File: config.mk
export PLATFORM = sky130hd
export DESIGN_NAME = iir_biquad_cascade
export DESIGN_NICKNAME = d
export VERILOG_FILES = /design/src/rtl/iir_pkg.sv /design/src/rtl/iir_round_sat.sv /design/src/rtl/iir_biquad_cascade.sv
export SDC_FILE = /design/constraint.sdc
export NUM_CORES = 1
export LEC_CHECK = 0
export CAP_MARGIN = 0
export CORE_MARGIN = 5
export CORE_UTILIZATION = 46
export DETAILED_ROUTE_END_ITERATION = 8
export DONT_BUFFER_PORTS = 1
export PLACE_DENSITY = 0.6
export SYNTH_ARGS = -nofsm -noshare
export SYNTH_HDL_FRONTEND = slang
export SYNTH_SLANG_ARGS = --single-unit
File: constraint.sdc
create_clock -name clk -period 14.1 [get_ports clk]
set_input_delay 1.41 -clock clk [delete_from_list [all_inputs] [get_ports clk]]
set_output_delay 1.41 -clock clk [all_outputs]
set_load 0.02 [all_outputs]
File: src/rtl/iir_pkg.sv
// rtl/iir_pkg.sv - shared types and constants for the biquad cascade
package iir_pkg;

    localparam int NUM_TAPS    = 5;
    localparam int DEF_DATA_W  = 14;
    localparam int DEF_COEF_W  = 18;

    typedef logic signed [DEF_DATA_W-1:0] sample_t;
    typedef logic signed [DEF_COEF_W-1:0] coef_t;

    typedef enum logic [2:0] {
        TAP_B0 = 3'd0,
        TAP_B1 = 3'd1,
        TAP_B2 = 3'd2,
        TAP_A1 = 3'd3,
        TAP_A2 = 3'd4
    } tap_e;

    typedef enum logic [1:0] {
        ST_IDLE   = 2'd0,
        ST_MAC    = 2'd1,
        ST_COMMIT = 2'd2,
        ST_OUT    = 2'd3
    } state_e;

    function automatic int passthrough_coef(input int frac);
        return 1 << frac;
    endfunction

endpackage

File: src/rtl/iir_round_sat.sv
// rtl/iir_round_sat.sv - round-half-up, shift and saturate an accumulator to a sample
module iir_round_sat #(
    parameter int ACC_W     = 40,
    parameter int DATA_W    = 14,
    parameter int COEF_FRAC = 16
) (
    input  logic signed [ACC_W-1:0]  acc,
    output logic signed [DATA_W-1:0] y,
    output logic                     clip
);

    localparam int SH_W = ACC_W - COEF_FRAC;
    localparam logic [ACC_W-1:0] HALF = {{(ACC_W-1){1'b0}}, 1'b1} << (COEF_FRAC - 1);
    localparam logic signed [SH_W-1:0] MAX_V = {{(SH_W-DATA_W+1){1'b0}}, {(DATA_W-1){1'b1}}};
    localparam logic signed [SH_W-1:0] MIN_V = ~MAX_V;

    logic signed [ACC_W-1:0] biased;
    logic signed [SH_W-1:0]  shifted;

    always_comb begin
        biased  = acc + $signed(HALF);
        // dropping the low bits of a two's-complement value is an arithmetic shift
        shifted = biased[ACC_W-1:COEF_FRAC];
        clip    = 1'b0;
        if (shifted > MAX_V) begin
            y    = MAX_V[DATA_W-1:0];
            clip = 1'b1;
        end else if (shifted < MIN_V) begin
            y    = MIN_V[DATA_W-1:0];
            clip = 1'b1;
        end else begin
            y = shifted[DATA_W-1:0];
        end
    end

endmodule

File: src/rtl/iir_biquad_cascade.sv
// rtl/iir_biquad_cascade.sv - N_SECT direct-form-I biquads sharing one MAC
module iir_biquad_cascade
    import iir_pkg::*;
#(
    parameter int DATA_W    = 14,
    parameter int COEF_W    = 18,
    parameter int COEF_FRAC = 16,
    parameter int N_SECT    = 2,
    parameter int ACC_W     = 40
) (
    input  logic                             clk,
    input  logic                             rst_n,
    input  logic                             in_valid,
    output logic                             in_ready,
    input  logic signed [DATA_W-1:0]         x_in,
    output logic                             out_valid,
    output logic signed [DATA_W-1:0]         y_out,
    input  logic                             coef_we,
    input  logic [$clog2(5*N_SECT)-1:0]      coef_addr,
    input  logic signed [COEF_W-1:0]         coef_data,
    input  logic                             clear_state,
    output logic                             sat_flag
);

    localparam int N_COEF = NUM_TAPS * N_SECT;
    localparam int IDX_W  = $clog2(N_COEF);
    localparam int SECT_W = (N_SECT > 1) ? $clog2(N_SECT) : 1;
    localparam int PROD_W = DATA_W + COEF_W;
    localparam logic signed [COEF_W-1:0] ONE = COEF_W'(passthrough_coef(COEF_FRAC));
    localparam logic [SECT_W-1:0] LAST_SECT = SECT_W'(N_SECT - 1);

    state_e                    state;
    tap_e                      tap;
    logic [SECT_W-1:0]         sect;
    logic signed [DATA_W-1:0]  x_cur;
    logic signed [ACC_W-1:0]   acc;

    logic signed [COEF_W-1:0]  coefs [N_COEF];
    logic signed [DATA_W-1:0]  x1 [N_SECT];
    logic signed [DATA_W-1:0]  x2 [N_SECT];
    logic signed [DATA_W-1:0]  y1 [N_SECT];
    logic signed [DATA_W-1:0]  y2 [N_SECT];

    logic [IDX_W-1:0]          coef_idx;
    logic signed [DATA_W-1:0]  mul_x;
    logic signed [COEF_W-1:0]  mul_c;
    logic signed [PROD_W-1:0]  prod;
    logic signed [ACC_W-1:0]   prod_ext;
    logic                      is_a_tap;
    logic signed [DATA_W-1:0]  y_sat;
    logic                      clip;
    logic                      coef_ok;

    assign in_ready = rst_n && (state == ST_IDLE) && !clear_state;
    assign coef_ok  = coef_we && (state == ST_IDLE) && (int'(coef_addr) < N_COEF);

    always_comb begin
        coef_idx = IDX_W'(int'(sect) * NUM_TAPS + int'(tap));
        mul_c    = coefs[coef_idx];
        is_a_tap = (tap == TAP_A1) || (tap == TAP_A2);
        case (tap)
            TAP_B0:  mul_x = x_cur;
            TAP_B1:  mul_x = x1[sect];
            TAP_B2:  mul_x = x2[sect];
            TAP_A1:  mul_x = y1[sect];
            TAP_A2:  mul_x = y2[sect];
            default: mul_x = '0;
        endcase
        prod     = mul_x * mul_c;
        prod_ext = {{(ACC_W-PROD_W){prod[PROD_W-1]}}, prod};
    end

    iir_round_sat #(
        .ACC_W     (ACC_W),
        .DATA_W    (DATA_W),
        .COEF_FRAC (COEF_FRAC)
    ) u_round_sat (
        .acc  (acc),
        .y    (y_sat),
        .clip (clip)
    );

    always_ff @(posedge clk or negedge rst_n) begin
        if (!rst_n) begin
            state     <= ST_IDLE;
            tap       <= TAP_B0;
            sect      <= '0;
            x_cur     <= '0;
            acc       <= '0;
            y_out     <= '0;
            out_valid <= 1'b0;
            sat_flag  <= 1'b0;
            for (int i = 0; i < N_COEF; i++)
                coefs[i] <= ((i % NUM_TAPS) == 0) ? ONE : '0;
            for (int s = 0; s < N_SECT; s++) begin
                x1[s] <= '0;
                x2[s] <= '0;
                y1[s] <= '0;
                y2[s] <= '0;
            end
        end else begin
            out_valid <= 1'b0;
            // a write alongside an accept lands before the first MAC cycle reads it
            if (coef_ok)
                coefs[coef_addr] <= coef_data;

            if (clear_state) begin
                state    <= ST_IDLE;
                sat_flag <= 1'b0;
                for (int s = 0; s < N_SECT; s++) begin
                    x1[s] <= '0;
                    x2[s] <= '0;
                    y1[s] <= '0;
                    y2[s] <= '0;
                end
            end else begin
                case (state)
                    ST_IDLE: begin
                        if (in_valid) begin
                            x_cur <= x_in;
                            sect  <= '0;
                            tap   <= TAP_B0;
                            state <= ST_MAC;
                        end
                    end
                    ST_MAC: begin
                        if (tap == TAP_B0)
                            acc <= prod_ext;
                        else if (is_a_tap)
                            acc <= acc - prod_ext;
                        else
                            acc <= acc + prod_ext;
                        if (tap == TAP_A2)
                            state <= ST_COMMIT;
                        else
                            tap <= tap_e'(tap + 3'd1);
                    end
                    ST_COMMIT: begin
                        x2[sect] <= x1[sect];
                        x1[sect] <= x_cur;
                        y2[sect] <= y1[sect];
                        y1[sect] <= y_sat;
                        x_cur    <= y_sat;
                        sat_flag <= sat_flag | clip;
                        tap      <= TAP_B0;
                        if (sect == LAST_SECT) begin
                            state <= ST_OUT;
                        end else begin
                            sect  <= sect + 1'b1;
                            state <= ST_MAC;
                        end
                    end
                    ST_OUT: begin
                        y_out     <= x_cur;
                        out_valid <= 1'b1;
                        state     <= ST_IDLE;
                    end
                    default: state <= ST_IDLE;
                endcase
            end
        end
    end

endmodule

==> Yosys cells after proc, flatten, opt, wreduce, memory -nomap -nowiden <==
Cells that the tools add are included.
{ "totals": {"wordCells": 132, "in_bits": 41, "register_bits": 368} }
{ "classes": {"mul": 2, "eq_ne": 11, "reduce_logical": 18, "n_addsub": 6, "n_lt_le_gt_ge": 8, "bitwise": 5, "muxes": 56} }
{ "ops": {"columns": ["op", "n"], "rows": [
  ["14-bit 2-to-1 mux", 16],
  ["28-bit 2-to-1 mux", 8],
  ["180-bit bitwise mux", 1],
  ["28-bit bitwise mux", 4],
  ["40-bit 2-to-1 mux", 2],
  ["18-bit binary-select mux with 4-bit select", 1],
  ["18-bit demux with 4-bit select", 1],
  ["14-bit one-hot mux with 5 select lines", 1],
  ["18-bit 2-to-1 mux", 3],
  ["40-bit by 17-bit adder with 40-bit output, second input constant", 1],
  ["40-bit by 32-bit adder with 40-bit output", 1],
  ["40-bit by 32-bit subtractor with 40-bit output", 1],
  ["14-bit by 18-bit multiplier with 32-bit output", 1],
  ["14-bit one-hot mux with 2 select lines", 1],
  ["24-bit by 14-bit greater-than comparator with 1-bit output, second input constant", 1],
  ["24-bit by 14-bit less-than comparator with 1-bit output, second input constant", 1],
  ["14-bit demux with 1-bit select", 1],
  ["5-bit >= comparator, second input constant", 2],
  ["4-bit NOT with 5-bit output", 2],
  ["3-bit one-hot mux with 3 select lines", 1],
  ["1-bit 2-to-1 mux", 8],
  ["2-bit 2-to-1 mux", 4],
  ["2-bit one-hot mux with 4 select lines", 1],
  ["3-bit by 2-bit equality test with 1-bit output, second input constant", 2],
  ["29 further kinds", 41]
]} }

==> Logic depth before layout (Yosys ltp) <==
Gate-level depths: netlist of run 1.
{ "depth": {"depth_word": 10, "depth_mapped": 47, "mapped_depth_nobuf": 43} }

==> Hierarchy <==
Synthesis of run 1 repeated with hierarchy kept, for this count alone.
{ "unflattened": {"cells_unflattened": 2946, "area_unflattened_um2": 29532.1} }
{ "by_module_without_submodules": {"columns": ["module", "area_per_inst_um2", "cells_each", "seq_area_each_um2", "n_inst"], "rows": [
  ["iir_biquad_cascade", 28738.8, 2837, 9211.3, 1],
  ["iir_round_sat", 793.3, 109, 0.0, 1]
]} }

==> Least setup slack after synthesis of run 1 <==
No wires, ideal clock.
{ "synth_timing": {"path_type": "register to register", "startpoint": "register tap[0]", "endpoint": "register acc[39]", "arrival_time_ns": 11.100, "period_less_slack_ns": 11.221, "setup_ns": 0.121, "stages_incl_launch_ff": 43, "n_path_buf": 3, "path_slack_ns": 2.879, "required_ns": 13.979, "path_cell_list": "dfrtp_1 ha_1 buf_6 buf_1 buf_1 mux4_2 mux2i_1 o22a_1 nor2_1 fa_1 inv_1 fa_1 inv_1 fa_1 inv_1 fa_1 inv_1 fa_1 (+7 left out) xnor2_1 or4_4 or3_1 nor4_1 nor2_1 xor2_1 ha_1 and3_1 and2_1 a211oi_1 o22a_1 o21ai_0 o31ai_1 o31ai_1 a211oi_1 nand3_1 a31o_1 a22o_1"} }
{ "synth_via": {"elab_chain_cells": 9, "word_cells_on_any_way": 17, "classes_between": "3 x add/sub; 1 x mul; 4 x eq/ne; 6 x mux; 1 x bitwise; 2 x reduce/logical"} }
{ "synth_rtl": {"columns": ["item", "line", "rtl"], "rows": [
  ["from (decl)", "iir_biquad_cascade.sv:33", "tap_e tap;"],
  ["from (signal assigned)", "iir_biquad_cascade.sv:136", "tap <= tap_e'(tap + 3'd1);"],
  ["4-bit by 3-bit adder with 4-bit output", "iir_biquad_cascade.sv:58", "coef_idx = IDX_W'(int'(sect) * NUM_TAPS + int'(tap));"],
  ["4-bit NOT with 5-bit output (implied by the code)", "iir_biquad_cascade.sv:59", "mul_c = coefs[coef_idx];"],
  ["18-bit binary-select mux with 4-bit select", "iir_biquad_cascade.sv:59", null],
  ["18-bit 2-to-1 mux (implied by the code) (2 in series)", "iir_biquad_cascade.sv:59", null],
  ["14-bit by 18-bit multiplier with 32-bit output", "iir_biquad_cascade.sv:69", "prod = mul_x * mul_c;"],
  ["40-bit by 32-bit adder with 40-bit output or 40-bit by 32-bit subtractor with 40-bit output (tied branches)", "iir_biquad_cascade.sv:132, iir_biquad_cascade.sv:130", null],
  ["40-bit 2-to-1 mux", "iir_biquad_cascade.sv:129", "else if (is_a_tap)"],
  ["40-bit 2-to-1 mux (*)", "iir_biquad_cascade.sv:127", "if (tap == TAP_B0)"],
  ["to (signal assigned)", "iir_biquad_cascade.sv:128", "acc <= prod_ext;"],
  ["to (signal assigned)", "iir_biquad_cascade.sv:130", "acc <= acc - prod_ext;"],
  ["to (signal assigned)", "iir_biquad_cascade.sv:132", "acc <= acc + prod_ext;"],
  ["to (decl)", "iir_biquad_cascade.sv:36", "logic signed [ACC_W-1:0] acc;"]
]} }
Every way passes the cells marked *; elsewhere a longest branch is shown, timed or not. The select of a mux whose other input is x is not followed.
A chain may end at the register's enable or synchronous reset.

==> Worst setup path after layout of run 1 <==
{ "layout_timing": {"startpoint": "register sect", "endpoint": "register acc[39]"} }
{ "layout_via": {"elab_chain_cells": 10, "word_cells_on_any_way": 25, "classes_between": "3 x add/sub; 2 x mul; 18 x mux; 2 x bitwise"} }
{ "layout_rtl": {"columns": ["item", "line", "rtl"], "rows": [
  ["from (decl)", "iir_biquad_cascade.sv:34", "logic [SECT_W-1:0] sect;"],
  ["from (signal assigned)", "iir_biquad_cascade.sv:149", "sect <= sect + 1'b1;"],
  ["1-bit by 3-bit multiplier with 4-bit output", "iir_biquad_cascade.sv:58", null],
  ["4-bit by 3-bit adder with 4-bit output", "iir_biquad_cascade.sv:58", null],
  ["4-bit NOT with 5-bit output (implied by the code)", "iir_biquad_cascade.sv:59", null],
  ["18-bit binary-select mux with 4-bit select", "iir_biquad_cascade.sv:59", null],
  ["18-bit 2-to-1 mux (implied by the code) (2 in series)", "iir_biquad_cascade.sv:59", null],
  ["14-bit by 18-bit multiplier with 32-bit output (*)", "iir_biquad_cascade.sv:69", null],
  ["40-bit by 32-bit adder with 40-bit output or 40-bit by 32-bit subtractor with 40-bit output (tied branches)", "iir_biquad_cascade.sv:132, iir_biquad_cascade.sv:130", null],
  ["40-bit 2-to-1 mux", "iir_biquad_cascade.sv:129", null],
  ["40-bit 2-to-1 mux (*)", "iir_biquad_cascade.sv:127", null]
]} }
Marks and branches as above.

==> results.tsv, run 1 <==
metric	value	unit
final antenna-violating net count	0	
Fmax	0.07829	GHz
most instantiated cells after synthesis	dfrtp_1, inv_1, nand2_1	
Cells after Synth	2888	
RePlAce Congestion	0.8741	
Worst-path clk slew	0.07	ns
Post-CTS Setup Inserts	0	
Hold Crit Start	acc[3]$_DFFE_PN0P_	
Worst path slowest cell	fa_1	
post-synth cell types	87	
flops & latches, synth	368	
R2R depth	36	
ranking of synthesized cells by area	dfrtp_1, fa_1, mux2_2	
Initial DRC Count	1443	
cts bufs inserted	42	
leading area contributor after synthesis	dfrtp_1	
number of primary I/O pins	58	
WHS Endpoint	acc[3]$_DFFE_PN0P_	
unrepaired setup endpoints after global routing	no	
CTS root buffer	clkbuf_16	
Sink Count	368	
most frequent CP cell	fa_1	
placed cells	3605	
all-layer global routing usage	22.86	%
DRC errors left	0	
Std-Cell Rows	92	
status	complete, no violations	
Hold Path Class	reg2reg	
initial antenna violation count	0	
Vias	21280	
fill count	5798	
syn_nets	3297	
Via-to-Cell Ratio	5.777	
Startpoint Class	flip-flop	
1st-pass router iterations	6	
# hold bufs at CTS	0	
worst reg-to-reg setup slack	1.33	ns
skew final	0.03561	ns
syn_area_per_cell	10.07	um^2
worst path required time	14.56	ns
max-cap violation count	0	
Routed WL per cell	20.74	um
vias in the first global route	22620	
setup_tns	0	ns
# port buffers	0	
PostCTS Resize Cnt	0	
CP endpoint kind	flip-flop	
diode count	0	
Die X	261.4	um
most frequent cell after synthesis	dfrtp_1	
H-tree level count	2	
Die Area	0.06832	mm^2
top_reg_cell synth	dfrtp_1	
core area	0.06285	mm^2
Min-Delay Path Depth	2	
max incr delay on CP	0.89	ns
final period utilization	90.59	%
fraction of synthesis flops using an asynchronous set or reset pin	100.0	%
Synth Cell Area	0.02907	mm^2
GRT overflow	0	
clk_lat worst skew	0.58	ns
detailed placement HPWL	56150	um
top cell type's share of synthesized area	31.51	%
RR Startpoint	sect$_DFFE_PN0P_	
largest net degree at the start of global routing	370	
fin cells	3683	
Layout area overhead	8.011	%
post-synthesis sequential area ratio	31.69	%
post-layout min period	12.77	ns
Die Y	261.4	um
Yosys warnings	0	
crit path kind	reg2reg	
worst-margin pin slew	1.378	ns
routed wire length	76400	um
Clock Path Buffers	3	
Worst EP arrival	13.24	ns
ratio of cells with drive above 1 in the final layout	13.71	%
CP max FO	31	
Max Transition Viols Final	0	
Final #Nets	3212	
CTS tree	built	
Initial Utilization	46.25	%
R2R Path End	acc[39]$_DFFE_PN0P_	
Max transition margin	7.928	%
final setup fails	0	
global-route wire length before repair	124700	um
EDFF count, synth	0	
Hold Fails Final Rpt	0	
-- layer usage --
metal / share of wire, % / routed length [um] / global-route usage, % / vias up
li1: - / - / - / 9621
met1: 43 / 33110 / 30.30 / 10960
met2: 49 / 37100 / 38.84 / 562
met3: 5.0 / 3827 / 3.654 / 133
met4: 3.1 / 2361 / 7.124 / 0
met5: 0 / 0 / 0 / -
-- worst max path at each step --
stage | end | cells after the start | slack [ns] | from
floorplan | acc[39]$_DFFE_PN0P_ | 42 | 2.88 | tap[0]$_DFFE_PN0P_
CTS | acc[39]$_DFFE_PN0P_ | 36 | 1.50 | sect$_DFFE_PN0P_
detailed placement | acc[39]$_DFFE_PN0P_ | 36 | 1.52 | sect$_DFFE_PN0P_
finish | acc[39]$_DFFE_PN0P_ | 36 | 1.33 | sect$_DFFE_PN0P_
global route | acc[39]$_DFFE_PN0P_ | 36 | 0.53 | sect$_DFFE_PN0P_
global placement | acc[39]$_DFFE_PN0P_ | 37 | 1.73 | sect$_DFFE_PN0P_
-- cells in the final DEF (no fill, tap or decap), types with 14 or more instances in the layout --
cell type and instances:
a22o_1 88, nor3_1 19, dfrtp_1 365, mux2i_1 64, a21oi_1 115, nand2b_1 26
a22oi_1 17, a21o_1 27, mux4_2 36, nor2_1 259, buf_4 28, nor2b_1 14
nand3_1 28, xor2_1 45, mux2_2 184, o21ai_0 104, nand2_1 270, o21a_1 28
ha_1 122, xnor2_1 67, a221oi_1 15, or2_2 21, a31oi_1 33, inv_1 323
o22a_1 18, clkbuf_16 43, fa_1 245
-- final cells by class --
| cell class | count | area [um^2] | share of cell area (%) |
|---|---|---|---|
| repair buffers | 28 | 210.2 | 0.6695 |
| multi-input cells | 2040 | 18180 | 57.91 |
| clock buffers | 53 | 1174 | 3.738 |
| inverters | 323 | 1212 | 3.862 |
| clock inverters | 25 | 347.8 | 1.108 |
| flip-flops and latches | 368 | 9213 | 29.34 |
| well taps | 846 | 1059 | 3.371 |
-- through the flow --
step	area [um^2]	utilization, %	setup WS [ns]	hold WS, ns
2_1_floorplan	29070	-	2.879	0.4563
5_1_grt	31400	49.95	0.5272	0.5105
6_report	31400	49.95	1.326	0.4891
3_3_place_gp	29870	47.53	1.735	0.4720
3_5_place_dp	29870	47.53	1.517	0.4820
4_1_cts	31400	49.95	1.503	0.4954
-- cells by family (layout without fill, tap and decap cells) --
family                     Yosys count  after routing  synth area share [%]
and+or+nand+nor                    723            723                 11.17
AOI/OAI and AO/OA                  551            551                 13.06
buffers and inverters              480            429                 6.272
adders and majority gates          368            368                 22.17
DFF                                368            368                 31.69
muxes                              285            285                 12.17
xor gates and xnor gates           113            113                 3.469
-- registers in the layout, summed over array words and instances (netlist names) --
signal and count:
sat_flag 1, coefs 180, y1 28, out_valid 1, sect 1, x1 28, x_cur 14, y2 28
x2 28, y_out 14, acc 40, tap 3, state 2
-- worst max-delay path, delay by kind of cell (launching register included) --
kind,cells,cell delay (ns)
buffers and inverters,3,0.28
XOR/XNOR,1,0.52
AO/OA/AOI/OAI,15,4.15
adder cells (fa/ha/maj),9,4.76
AND/OR/NAND/NOR,8,2.21
flip-flops,1,0.69
Power of run 1 is not shown: default switching activity piles up to over one toggle a cycle in this logic, so the estimate is an artifact.
==> inputs of run 2 (changes only) <==
- CORE_UTILIZATION: 46 -> 45
- PLACE_DENSITY: 0.6 -> 0.59
- SKIP_CTS_REPAIR_TIMING: not set -> 1
- SYNTH_HIERARCHICAL: not set -> 1
==> results.tsv, run 2 <==
metric	value	unit
status	finished, violations left	
failing checks	max-slew violations	
placed cells	3683	
largest reg by FF count	coefs	
Worst path slowest cell	o22ai_1	
Die X	266.2	um
Min-Delay Path Depth	2	
syn_area_per_cell	10.02	um^2
Routed WL per cell	21.07	um
fin cells	3759	
setup_tns	0	ns
vias in the first global route	22650	
EDFF count, synth	0	
diode count	0	
post-synthesis sequential area ratio	31.19	%
global-route wire length before repair	128000	um
max incr delay on CP	1.24	ns
initial antenna violation count	0	
R2R depth	37	
# port buffers	0	
CP endpoint kind	flip-flop	
Initial Utilization	45.16	%
final period utilization	88.95	%
ratio of cells with drive above 1 in the final layout	14.02	%
number of primary I/O pins	58	
Register Area	0.009213	mm^2
CTS tree	built	
most instantiated cells after synthesis	dfrtp_1, inv_1, nand2_1	
Sink Count	368	
Fmax	0.07973	GHz
CTS root buffer	clkbuf_16	
largest net degree at the start of global routing	370	
CP max FO	30	
Hold Fails Final Rpt	0	
Std-Cell Rows	94	
Max transition margin	-18.25	%
skew final	0.04461	ns
worst path required time	14.58	ns
Die Area	0.07085	mm^2
final setup fails	0	
GRT overflow	0	
H-tree level count	2	
most frequent cells in the layout	dfrtp_1, inv_1, nand2_1	
RePlAce Congestion	0.9271	
detailed placement HPWL	56990	um
worst-margin pin slew	1.774	ns
Final #Nets	3273	
syn_nets	3355	
leading area contributor after synthesis	dfrtp_1	
Synth Cell Area	0.02953	mm^2
Initial DRC Count	1719	
all-layer global routing usage	22.32	%
unrepaired setup endpoints after global routing	no	
area of the multi-input gates	0.01862	mm^2
fill count	6000	
post-synth cell types	94	
commonest non-fill, non-tap cell in the layout	dfrtp_1	
top_reg_cell synth	dfrtp_1	
crit path kind	reg2reg	
flops & latches, synth	368	
max-cap violation count	0	
Layout area overhead	7.766	%
core area	0.06539	mm^2
Via-to-Cell Ratio	5.794	
Hold Path Class	reg2reg	
post-layout min period	12.54	ns
Worst EP arrival	13.02	ns
cts bufs inserted	43	
Die Y	266.2	um
Worst-path clk slew	0.06	ns
final antenna-violating net count	0	
most frequent CP cell	fa_1	
DRC errors left	0	
fraction of synthesis flops using an asynchronous set or reset pin	100.0	%
Clock Path Buffers	3	
Vias	21780	
routed wire length	79190	um
ranking of synthesized cells by area	dfrtp_1, fa_1, mux2_2	
1st-pass router iterations	6	
top flop regs	coefs: 180 flops, acc: 40 flops	
most frequent cell after synthesis	dfrtp_1	
Startpoint Class	flip-flop	
final core utilization	48.67	%
top cell type's share of synthesized area	31.01	%
Max Transition Viols Final	147	
Cells after Synth	2946	
clk_lat worst skew	0.60	ns
Yosys warnings	6	
max FFs per register	180	
==> run 2: cell count changes in the layout (fill, tap and decap cells not counted), moves of 8 or more <==
cell	change
a21oi_1	+32
xnor2_1	+8
nand2_1	+19
mux2i_1	+16
nor2b_1	+12
a31oi_1	-20
o21a_1	-17
nor2_1	-18
==> run 2: per-stage QoR <==
step	hold slack, ns	setup WS (ns)	area [um^2]
finish	0.4910	1.558	31830
global route	0.4888	0.5370	31830
CTS	0.4891	1.527	31830
detailed placement	0.4750	1.513	30370
global placement	0.4571	1.701	30370
floorplan	0.4453	2.532	29530
==> run 2: worst paths after layout <==
check | to | slack, ns | startpoint
hold / removal | acc[10]$_DFFE_PN0P_ | 0.49 | acc[10]$_DFFE_PN0P_
setup reg to reg | acc[38]$_DFFE_PN0P_ | 1.56 | tap[0]$_DFFE_PN0P_
hold reg to reg | acc[10]$_DFFE_PN0P_ | 0.49 | acc[10]$_DFFE_PN0P_
min in group asynchronous | acc[37]$_DFFE_PN0P_ | 0.51 | rst_n
setup / recovery | acc[38]$_DFFE_PN0P_ | 1.56 | tap[0]$_DFFE_PN0P_
max in group asynchronous | coefs[107]$_DFFE_PN0P_ | 12.14 | rst_n
==> run 2: cell type report <==
type,instances,area share [%]
inverter,321,3.786
clock inverter,15,0.5976
multi-input combinational,2096,58.50
sequential,368,28.95
timing repair buffer,34,0.8020
clock buffer,61,3.971
tap,864,3.397
==> run 2: worst max-delay path, delay by kind of cell, from the launching register on <==
kind | cells | cell delay (ns)
flip-flops | 1 | 0.46
adder cells (fa/ha/maj) | 10 | 4.27
buffers and inverters | 4 | 0.42
AO/OA/AOI/OAI | 17 | 5.32
XOR/XNOR | 2 | 0.34
AND/OR/NAND/NOR | 4 | 1.56
==> run 2: logic make-up (layout without fill, tap and decap cells) <==
family,after synthesis,in the layout,synth area share [%]
flops,368,368,31.19
simple gates,759,759,12.06
fa+ha+maj,368,368,21.82
compound gates,554,554,12.84
buf+inv,482,431,6.156
xor+xnor,118,118,3.576
mux,297,297,12.36
==> run 2: per-layer routing <==
layer	up-vias	wire, um	GRT usage (%)
met5	-	0	0
met4	0	2294	6.164
met3	135	4335	3.112
met2	643	37690	36.32
met1	11180	34870	31.66
li1	9816	-	-
Power of run 2 is left out for the same reason.
